==> config.mk <==
export PLATFORM = sky130hd
export DESIGN_NAME = bound_flasher_observer
export DESIGN_NICKNAME = d
export VERILOG_FILES = /design/src/rtl/bound_flasher_observer.sv
export SDC_FILE = /design/constraint.sdc
export NUM_CORES = 1
export LEC_CHECK = 0
export ABC_AREA = 0
export CORE_MARGIN = 2
export CORE_UTILIZATION = 45
export CTS_CLUSTER_DIAMETER = 30
export DETAILED_ROUTE_END_ITERATION = 7
export GPL_TIMING_DRIVEN = 0
export PLACE_DENSITY = 0.7
export SYNTH_ARGS = -nofsm -noshare
export SYNTH_HDL_FRONTEND = slang
export SYNTH_SLANG_ARGS = --single-unit
==> constraint.sdc <==
create_clock -name clk -period 5.3 [get_ports clk]
set_input_delay 0.53 -clock clk [delete_from_list [all_inputs] [get_ports clk]]
set_output_delay 0.53 -clock clk [all_outputs]
set_load 0.03 [all_outputs]
==> src/rtl/bound_flasher_observer.sv <==
// bound_flasher_observer: decodes the LED bar into level/direction, flags turn-arounds and bad codes, and drives flick.
// Ports: clk, rst_n (async, active-low); LED bar in; trig_en/trig_level/trig_dir set when flick fires; err_clr clears err;
// flick out to the flasher; level, dir, peak, valley, turn_level, cycle_cnt and sticky err describe the observed bar.
module bound_flasher_observer #(
  parameter int N_LED     = 16,
  parameter int LVL_W     = 5,
  parameter int FLICK_LEN = 2,
  parameter int CNT_W     = 8
) (
  input  logic             clk,
  input  logic             rst_n,
  input  logic [N_LED-1:0] LED,
  input  logic             trig_en,
  input  logic [LVL_W-1:0] trig_level,
  input  logic             trig_dir,
  input  logic             err_clr,
  output logic             flick,
  output logic [LVL_W-1:0] level,
  output logic [1:0]       dir,
  output logic             peak,
  output logic             valley,
  output logic [LVL_W-1:0] turn_level,
  output logic [CNT_W-1:0] cycle_cnt,
  output logic [1:0]       err
);
  localparam int FC_W = (FLICK_LEN > 1) ? $clog2(FLICK_LEN) : 1;
  typedef enum logic [1:0] {IDLE = 2'b00, UP = 2'b01, DOWN = 2'b10} state_t;
  state_t state, state_nxt;
  logic [LVL_W-1:0] k, level_nxt;
  logic [FC_W-1:0] fcnt;
  logic legal, rise, fall, step_err, peak_nxt, valley_nxt, cnt_inc, fire, armed;
  assign dir = state;
  always_comb begin
    // a thermometer code plus one has no bit in common with itself
    legal = (LED & (LED + N_LED'(1))) == '0;
    k = '0;
    for (int i = 0; i < N_LED; i++) k = k + LVL_W'(LED[i]);
    rise = k > level;
    fall = k < level;
    step_err = legal && (rise ? (k - level) > LVL_W'(1) : (level - k) > LVL_W'(1));
    state_nxt = state;
    peak_nxt = 1'b0;
    valley_nxt = 1'b0;
    cnt_inc = 1'b0;
    if (legal)
      case (state)
        IDLE: state_nxt = rise ? UP : IDLE;
        UP: if (fall) begin
          state_nxt = DOWN;
          peak_nxt = 1'b1;
        end
        DOWN: if (rise) begin
          state_nxt = UP;
          valley_nxt = 1'b1;
        end else if (k == '0) begin
          state_nxt = IDLE;
          cnt_inc = 1'b1;
        end
        default: state_nxt = IDLE;
      endcase
    level_nxt = legal ? k : level;
    fire = legal && trig_en && armed && !flick && k == trig_level && state_nxt == (trig_dir ? UP : DOWN);
  end
  always_ff @(posedge clk or negedge rst_n) begin
    if (!rst_n) begin
      state <= IDLE;
      level <= '0;
      peak <= 1'b0;
      valley <= 1'b0;
      turn_level <= '0;
      cycle_cnt <= '0;
      err <= 2'b00;
      flick <= 1'b0;
      fcnt <= '0;
      armed <= 1'b1;
    end else begin
      state <= state_nxt;
      level <= level_nxt;
      peak <= peak_nxt;
      valley <= valley_nxt;
      if (peak_nxt || valley_nxt) turn_level <= level;
      if (cnt_inc && cycle_cnt != '1) cycle_cnt <= cycle_cnt + CNT_W'(1);
      err <= (err_clr ? 2'b00 : err) | {step_err, !legal};
      // fcnt holds the cycles of the pulse still to come after the current one
      if (fire) begin
        flick <= 1'b1;
        fcnt <= FC_W'(FLICK_LEN - 1);
      end else if (flick) begin
        flick <= fcnt != '0;
        fcnt <= (fcnt != '0) ? fcnt - FC_W'(1) : fcnt;
      end
      armed <= fire ? 1'b0 : (!trig_en || level_nxt != trig_level) ? 1'b1 : armed;
    end
  end
endmodule

**After elaboration in Yosys (flattened, before gate mapping)**

Index checks and enable logic that the tools add are counted.

- Word-level logic and storage cells: 86
- Flip-flop bits (word level): 27
- Bits of input ports: 26

- Add/sub/neg operators: 20
- Reductions and logical operators: 17
- Magnitude comparators: 4
- Equality and inequality tests: 6
- Mux-type cells: 27
- Bitwise gates (word level): 2

Operators by type and width:

| operator | count |
|---|---|
| $add A5 B1 Y5 | 11 |
| $mux W1 | 19 |
| $add A16 B1 Y16 const B | 1 |
| $and A16 B16 Y16 | 1 |
| $logic_not A16 Y1 | 1 |
| $mux W2 | 6 |
| $gt A5 B1 Y1 const B | 2 |
| $sub A5 B5 Y5 | 2 |
| $add A8 B1 Y8 const B | 1 |
| $ne A8 B8 Y1 const B | 1 |
| $logic_and A1 B1 Y1 | 7 |
| $pmux W2 S3 | 1 |
| $add A4 B1 Y5 | 1 |
| $eq A5 B5 Y1 | 1 |
| $gt A5 B5 Y1 | 1 |
| $logic_not A5 Y1 | 1 |
| $lt A5 B5 Y1 | 1 |
| $mux W5 | 1 |
| $ne A5 B5 Y1 | 1 |
| $add A3 B1 Y4 | 1 |
| $reduce_bool A2 Y1 | 2 |
| $add A2 B1 Y3 | 1 |
| $logic_not A1 Y1 | 3 |
| $add A1 B1 Y2 | 1 |
| other kinds (7) | 8 |

**Logic depth before layout (Yosys ltp)**

Gate-level depths: netlist of the first run.

- Word-level depth: 23
- Mapped depth: 21

**Worst setup path before layout of the first run**

OpenSTA, ideal clock, no wires.

- Path kind: input to register
- Start: input port LED[0]
- End: register cycle_cnt[1]
- Path slack: -0.313 ns
- Arrival time: 5.488 ns
- Setup time: 0.125 ns
- Data required time: 5.175 ns
- Cell stages on the path: 18
- Path through: inv_1 > fa_1 > fa_1 > fa_1 > fa_1 > inv_1 > ha_1 > a21o_1 > a21oi_1 > xnor2_1 > ha_1 > clkbuf_1 > and3_1 > o21a_1 > o31ai_1 > nand2_1 > nor4_4 > mux2_2

- Cells in the longest elaborated chain, start to end: 21
- Elaborated cells on any way between the ends: 25

Ends and longest elaborated chain:

| what | line | text |
|---|---|---|
| start: declaration | 12 | `input logic [N_LED-1:0] LED,` |
| parallel branches: the longest is 19 deep, another holds $add A4 B1 Y5 | -- |  |
| $mux W1 (*) | 45 | `if (legal)` |
| $logic_and A1 B1 Y1 (*) | 82 | `if (cnt_inc && cycle_cnt != '1) cycle_cnt <= cycle_cnt + CNT_W'(1);` |
| end signal: assignment | 82 |  |
| end: declaration | 23 | `output logic [CNT_W-1:0] cycle_cnt,` |

Mark *: on every way between the ends.
A chain may end at the register's enable or synchronous reset.

**Worst setup path in the final report of the first run**

- Start: input port LED[5]
- End: register armed

- Cells in the longest elaborated chain, start to end: 19
- Elaborated cells on any way between the ends: 35

Ends and longest elaborated chain:

| what | line | text |
|---|---|---|
| parallel branches: the longest is 19 deep, another holds $add A5 B1 Y5 | -- |  |
| end signal: assignment | 92 | `armed <= fire ? 1'b0 : (!trig_en \|\| level_nxt != trig_level) ? 1'b1 : armed;` |
| end: declaration | 31 | `logic legal, rise, fall, step_err, peak_nxt, valley_nxt, cnt_inc, fire, armed;` |

Several ways; the timed one is not identified.

==> results of run 1 <==
layout make-up:
class                      count  share of cell area (%)
clock inverter                 1                   0.163
buffer                         3                   0.733
sequential                    27                    22.0
timing repair buffer          60                    17.4
multi-input combinational    166                    50.6
clock buffer                   3                    1.34
inverter                      41                    5.01
tap                           67                    2.73
Yosys cell counts (2+ instances only):
| cell | count | area (µm²) |
|---|---|---|
| a21o_1 | 3 | 22.5 |
| a21oi_1 | 10 | 50.1 |
| a31oi_1 | 3 | 18.8 |
| and3_1 | 5 | 31.3 |
| clkbuf_1 | 2 | 7.51 |
| dfrtp_1 | 26 | 651 |
| fa_1 | 12 | 240 |
| ha_1 | 17 | 213 |
| inv_1 | 41 | 154 |
| mux2_2 | 6 | 67.6 |
| nand2_1 | 13 | 48.8 |
| nand2b_1 | 4 | 25.0 |
| nand3_1 | 3 | 15.0 |
| nand4_1 | 4 | 25.0 |
| nor2_1 | 4 | 15.0 |
| nor2b_1 | 7 | 43.8 |
| nor3_1 | 4 | 20.0 |
| nor4_1 | 4 | 25.0 |
| o211ai_1 | 2 | 15.0 |
| o21a_1 | 3 | 22.5 |
| o21ai_0 | 17 | 85.1 |
| o311ai_0 | 2 | 17.5 |
| o31ai_1 | 5 | 37.5 |
| or4_1 | 2 | 15.0 |
| xnor2_1 | 13 | 114 |
| xor2_1 | 6 | 52.6 |
what timing repair did:
action | 4_1_cts | 5_1_grt
gates resized for setup | 36 | 14
endpoints found under the setup margin | 18 | 14
pin swaps | 17 | 7
setup buffers | 10 | 0
cell families (layout without fill, tap and decap cells):
family / count (synthesis) / after routing / share of synthesized area, %
DFF: 27 / 27 / 30.5
and+or+nand+nor: 56 / 56 / 14.6
buffers and inverters: 44 / 108 / 7.49
muxes: 7 / 7 / 3.49
xor gates and xnor gates: 19 / 19 / 7.49
adders and majority gates: 29 / 29 / 20.4
AOI/OAI and AO/OA: 55 / 55 / 16.0
metal layers:
metal,track usage (%),wire length [µm],up-vias
li1,-,-,941
met2,37.6,2800,54
met3,3.25,187,4
met1,26.2,2380,934
met5,0,0,-
met4,4.37,56,0
power by group:
group | switching (mW) | internal, mW | total, mW | leakage, nW
Combinational | 0.498 | 0.423 | 0.921 | 1.03
Sequential | 0.00244 | 0.207 | 0.210 | 0.358
Clock | 0.0637 | 0.0527 | 0.116 | 0.0255
worst max-delay path, cell delays in order:
cell and delay [ns]:
clkbuf_2 0.11, inv_1 0.06, fa_1 0.52, fa_2 0.57, fa_2 0.44, fa_1 0.48, inv_1 0.06, ha_4 0.17
fa_2 0.44, a21oi_2 0.19, nor2b_4 0.07, ha_4 0.25, and3_4 0.16, o21a_4 0.13, or3_1 0.38, o31ai_2 0.24
o311ai_2 0.17, o311ai_4 0.14, a21boi_2 0.22
worst max path at each step:
stage | start | end | slack, ns | depth (start not counted)
floorplan | LED[15] | cycle_cnt[1] | 0.01 | 18
global placement | LED[5] | fcnt | -0.88 | 19
detailed placement | LED[7] | fcnt | -0.95 | 19
CTS | LED[1] | armed | 0.02 | 19
global route | LED[13] | armed | 0.02 | 20
finish | LED[5] | armed | 0.16 | 19
flip-flops by register name (all words and copies together), names as in the netlist:
signal,flops
dir,2
turn_level,5
peak,1
flick,1
level,5
err,2
valley,1
armed,1
fcnt,1
cycle_cnt,8
per-stage QoR:
stage | cells | setup TNS [ns]
final | 368 | 0
after global routing | 368 | 0
after CTS | 368 | 0
after detailed placement | 354 | -13.91
after global placement | 354 | -13.00
after floorplan | 237 | 0
==> flow_summary.toml, run 1 <==
[status]
outcome = "complete, no violations"

[clocking]
clk_pin_slew_ns = 0.09
htree_levels = 1
clkLatencyLatePin_ns = 0.27
postCtsHoldBufs = 0
clockRootBuffer = "clkbuf_8"
cts_made_buffers = 3
clockBufferDepth = 2
cts_tree = "yes"
cts.sinks = 27

[layout]
fillers = 412
final_core_util_pct = 64.6
finalNetCount = 357
seq_area_um2 = 677
drive_above_1_share_pct = 20.3
areaGrowthSynthToFinish_pct = 38.3
multi_input_area_mm2 = 0.00155
mostFrequentLayoutCells = "40 x clkdlybuf4s50_1, 36 x inv_1, 26 x dfrtp_1"
design_area_mm2 = 0.00307
n_antenna_cell = 0
layout_commonest_cell = "clkdlybuf4s50_1"

[worst_setup_path]
ff2ff_setup_slack_ns = 2.72
crit_required_ns = 5.51
critPathLaunchType = "primary input"
timing.rr.end = "armed"
rr_worst_depth = 9
r2r_start = "level[1]"
critical_path_class = "primary input to register"
cp-end-kind = "register"
cp.arrival_ns = 5.35
path_max_fanout = 4

[sta]
slew_headroom_pct = 59.6
fin_skew_ns = 0.00115
fin_crit_sh_pct = 97.0
worstMarginPinSlew_ns = 0.606
slew_violations = 0
rsz0062_at_grt = "no"
worst_slack_ns = 0.159
hold_viol_final = 0
period_minus_slack_ns = 5.14
timing.fmax_mhz = 195
fin_hold_ws_ns = 0.255
finalSetupViolCount = 0

[floorplan]
dieHeight_um = 74.3
ioPinCount = 51
start_util_pct = 46.7
fp.coreArea_mm2 = 0.00475
num_rows = 25
fp.dieW_um = 74.3
die_area_mm2 = 0.00551

[yosys]
synth_area_mm2 = 0.00222
synth_edf_count = 0
synth.distinct_cells = 45
ys_warn_count = 0
synth_cells = 237
ys_seq_elements = 27
syn_area_per_cell_um2 = 9.37
ys.flop_type = "dfrtp_1"
synthArstFlopShare_pct = 100
synth_fp_nets = 292
ys_seq_area_share_pct = 30.5

[global_routing]
antenna_found_initial = 0
grt_pass1_wl_um = 8770
grt_overflow = 0
grt_pass1_vias = 1870
grt_max_degree = 28
grt_usage_pct = 20.7

[place]
gp_congestion = 0.894
pre_cts_ws_ns = -0.948
dp_hpwl_um = 4080
place_area_mm2 = 0.00286
portBuffers = 50

[hold_path]
hold_class = "primary input to asynchronous set/reset pin"

[route]
vias = 1933
drt-pass1-iter-count = 4
vias_per_cell = 5.25
ant_nets = 0
routed_wl_um = 5420
first_iter_violations = 60
wl_per_cell_um = 14.7
drc = 0

[power]
leakage_nw = 1.41
total_power_mw = 1.25
p_per_area_mw_per_mm2 = 406
ir_worst_vdd_uv = 304

[run]
maxCapViolCount = 0
Note: power is estimated with default switching activity, not from simulation.
==> run 2, diff against run 1 <==
- CAP_MARGIN: not set -> 20
==> flow_summary.toml, run 2 (synthesized netlist as in run 1, its figures left out) <==
[worst_setup_path]
path_max_fanout = 3
crit_path_start = "LED[9]"
critical_path_class = "primary input to register"
critPathLaunchType = "primary input"
crit_required_ns = 5.51
cpMaxStageDelayCell = "fa_2"
cp-end-kind = "register"
cp.arrival_ns = 5.36
r2r_start = "level[1]"
critPathMaxStageDelay_ns = 0.56
path_buf_inv = 4
worstPathCellList = "dlygate4sd2_1 -> inv_2 -> fa_1 -> fa_2 -> fa_2 -> fa_1 -> inv_1 -> ha_4 -> a21o_1 -> a21oi_2 -> xnor2_2 -> ha_1 -> clkbuf_8 -> and3_4 -> o21a_4 -> or3_1 -> o31ai_2 -> o311ai_2 -> o311ai_4 -> a21boi_2"
critPathTopFamily = "adder cells"

[sta]
slew_headroom_pct = 64.9
rsz0062_at_grt = "no"
timing.fmax_mhz = 194
finalSetupViolCount = 0
slew_violations = 0
worstMarginPinSlew_ns = 0.526
fin_hold_ws_ns = 0.485
period_minus_slack_ns = 5.15
fin_crit_sh_pct = 97.1
hold_viol_final = 0
fin_skew_ns = 0.00275

[global_routing]
antenna_found_initial = 0
grt_pass1_wl_um = 8550
grt_pass1_vias = 1866
grt_usage_pct = 20.2
grt_overflow = 0
grt_max_degree = 22

[run]
maxCapViolCount = 0

[clocking]
clockBufferDepth = 2
clockRootBuffer = "clkbuf_8"
cts_made_buffers = 3
postCtsHoldBufs = 0
cts_tree = "yes"
htree_levels = 1
clk_pin_slew_ns = 0.09
clkLatencyLatePin_ns = 0.27
cts.sinks = 27

[layout]
largest_register_ffs = 8
top_regs = "cycle_cnt: 8 flops, level: 5 flops, turn_level: 5 flops"
design_area_mm2 = 0.00311
regMostFlops = "cycle_cnt"
drive_above_1_share_pct = 19.2
mostFrequentLayoutCells = "41 x clkdlybuf4s50_1, 36 x inv_1, 26 x dfrtp_1"
finalNetCount = 358
final_core_util_pct = 65.4
n_antenna_cell = 0
layout_commonest_cell = "clkdlybuf4s50_1"
areaGrowthSynthToFinish_pct = 40.1

[power]
p_per_area_mw_per_mm2 = 397
leakage_nw = 1.42
total_power_mw = 1.24
ir_worst_vdd_uv = 319

[place]
place_area_mm2 = 0.00289
dp_hpwl_um = 4090
gp_congestion = 0.894
portBuffers = 50

[route]
routed_wl_um = 5260
ant_nets = 0
vias_per_cell = 5.16
wl_per_cell_um = 14.2
drc = 0
vias = 1905
first_iter_violations = 61
drt-pass1-iter-count = 4

[hold_path]
hold_class = "register to register"
min_from = "fcnt"

[floorplan]
die_area_mm2 = 0.00551
ioPinCount = 51
fp.dieW_um = 74.3
dieHeight_um = 74.3
num_rows = 25
fp.coreArea_mm2 = 0.00475
start_util_pct = 46.7

[status]
outcome = "complete, no violations"
-- run 2: cell count changes in the layout (fill, tap and decap cells not counted) --
cell / before / now
dlygate4sd2_1: 2 / 4
nand2_2: 1 / 0
buf_16: 0 / 1
nand2_1: 12 / 13
clkbuf_2: 7 / 5
clkdlybuf4s50_1: 40 / 41
clkinvlp_4: 0 / 1
o21ai_1: 1 / 2
buf_2: 2 / 1
o21ai_0: 16 / 15
clkinv_2: 1 / 0
-- run 2: stage by stage --
stage / TNS (ns) / setup slack (ns) / instances
after global routing: 0 / 0.00368 / 369
after global placement: -13.00 / -0.885 / 354
final: 0 / 0.153 / 369
after detailed placement: -13.50 / -0.936 / 355
after CTS: 0 / 0.0304 / 369
after floorplan: 0 / 0.00951 / 237
-- run 2: layer usage --
layer	vias to the layer above	GRT usage, %	share of wire, %
met4	0	5.16	1.5
met3	6	2.98	4.2
met2	46	36.4	51
li1	944	-	-
met1	909	25.5	43
met5	-	0	0
-- run 2: final cells by class --
| class | instances | area, µm² |
|---|---|---|
| multi-input cells | 166 | 1550 |
| flip-flops and latches | 27 | 677 |
| repair buffers | 61 | 573 |
| plain buffers | 3 | 22.5 |
| inverters | 41 | 154 |
| fillers | 409 | 1640 |
| clock buffers | 3 | 41.3 |
| well taps | 67 | 83.8 |
| clock inverters | 1 | 7.51 |
-- run 2: report_power, final --
part | internal (mW) | switching [mW]
registers | 0.207 | 0.00245
logic | 0.425 | 0.483
clock network | 0.0533 | 0.0645
total | 0.686 | 0.550
-- run 2: repair_timing --
item | in CTS | in global routing
pin swaps | 16 | 6
buffers inserted | 10 | 0
gates resized for setup | 35 | 11
endpoints found under the setup margin | 18 | 14
-- run 2: final timing paths --
path	to	slack [ns]	depth (start not counted)
min reg2reg	flick	0.48	2
max reg2reg	armed	2.78	9
max in group asynchronous	armed	4.22	2
min in group asynchronous	dir[0]	0.56	1
min	flick	0.48	2
max	armed	0.15	20
-- run 2: tightest hold or removal path, delay by kind of cell, from the launching register on --
family / cells / cell delay (ns)
flops: 1 / 0.36
simple gates: 2 / 0.09
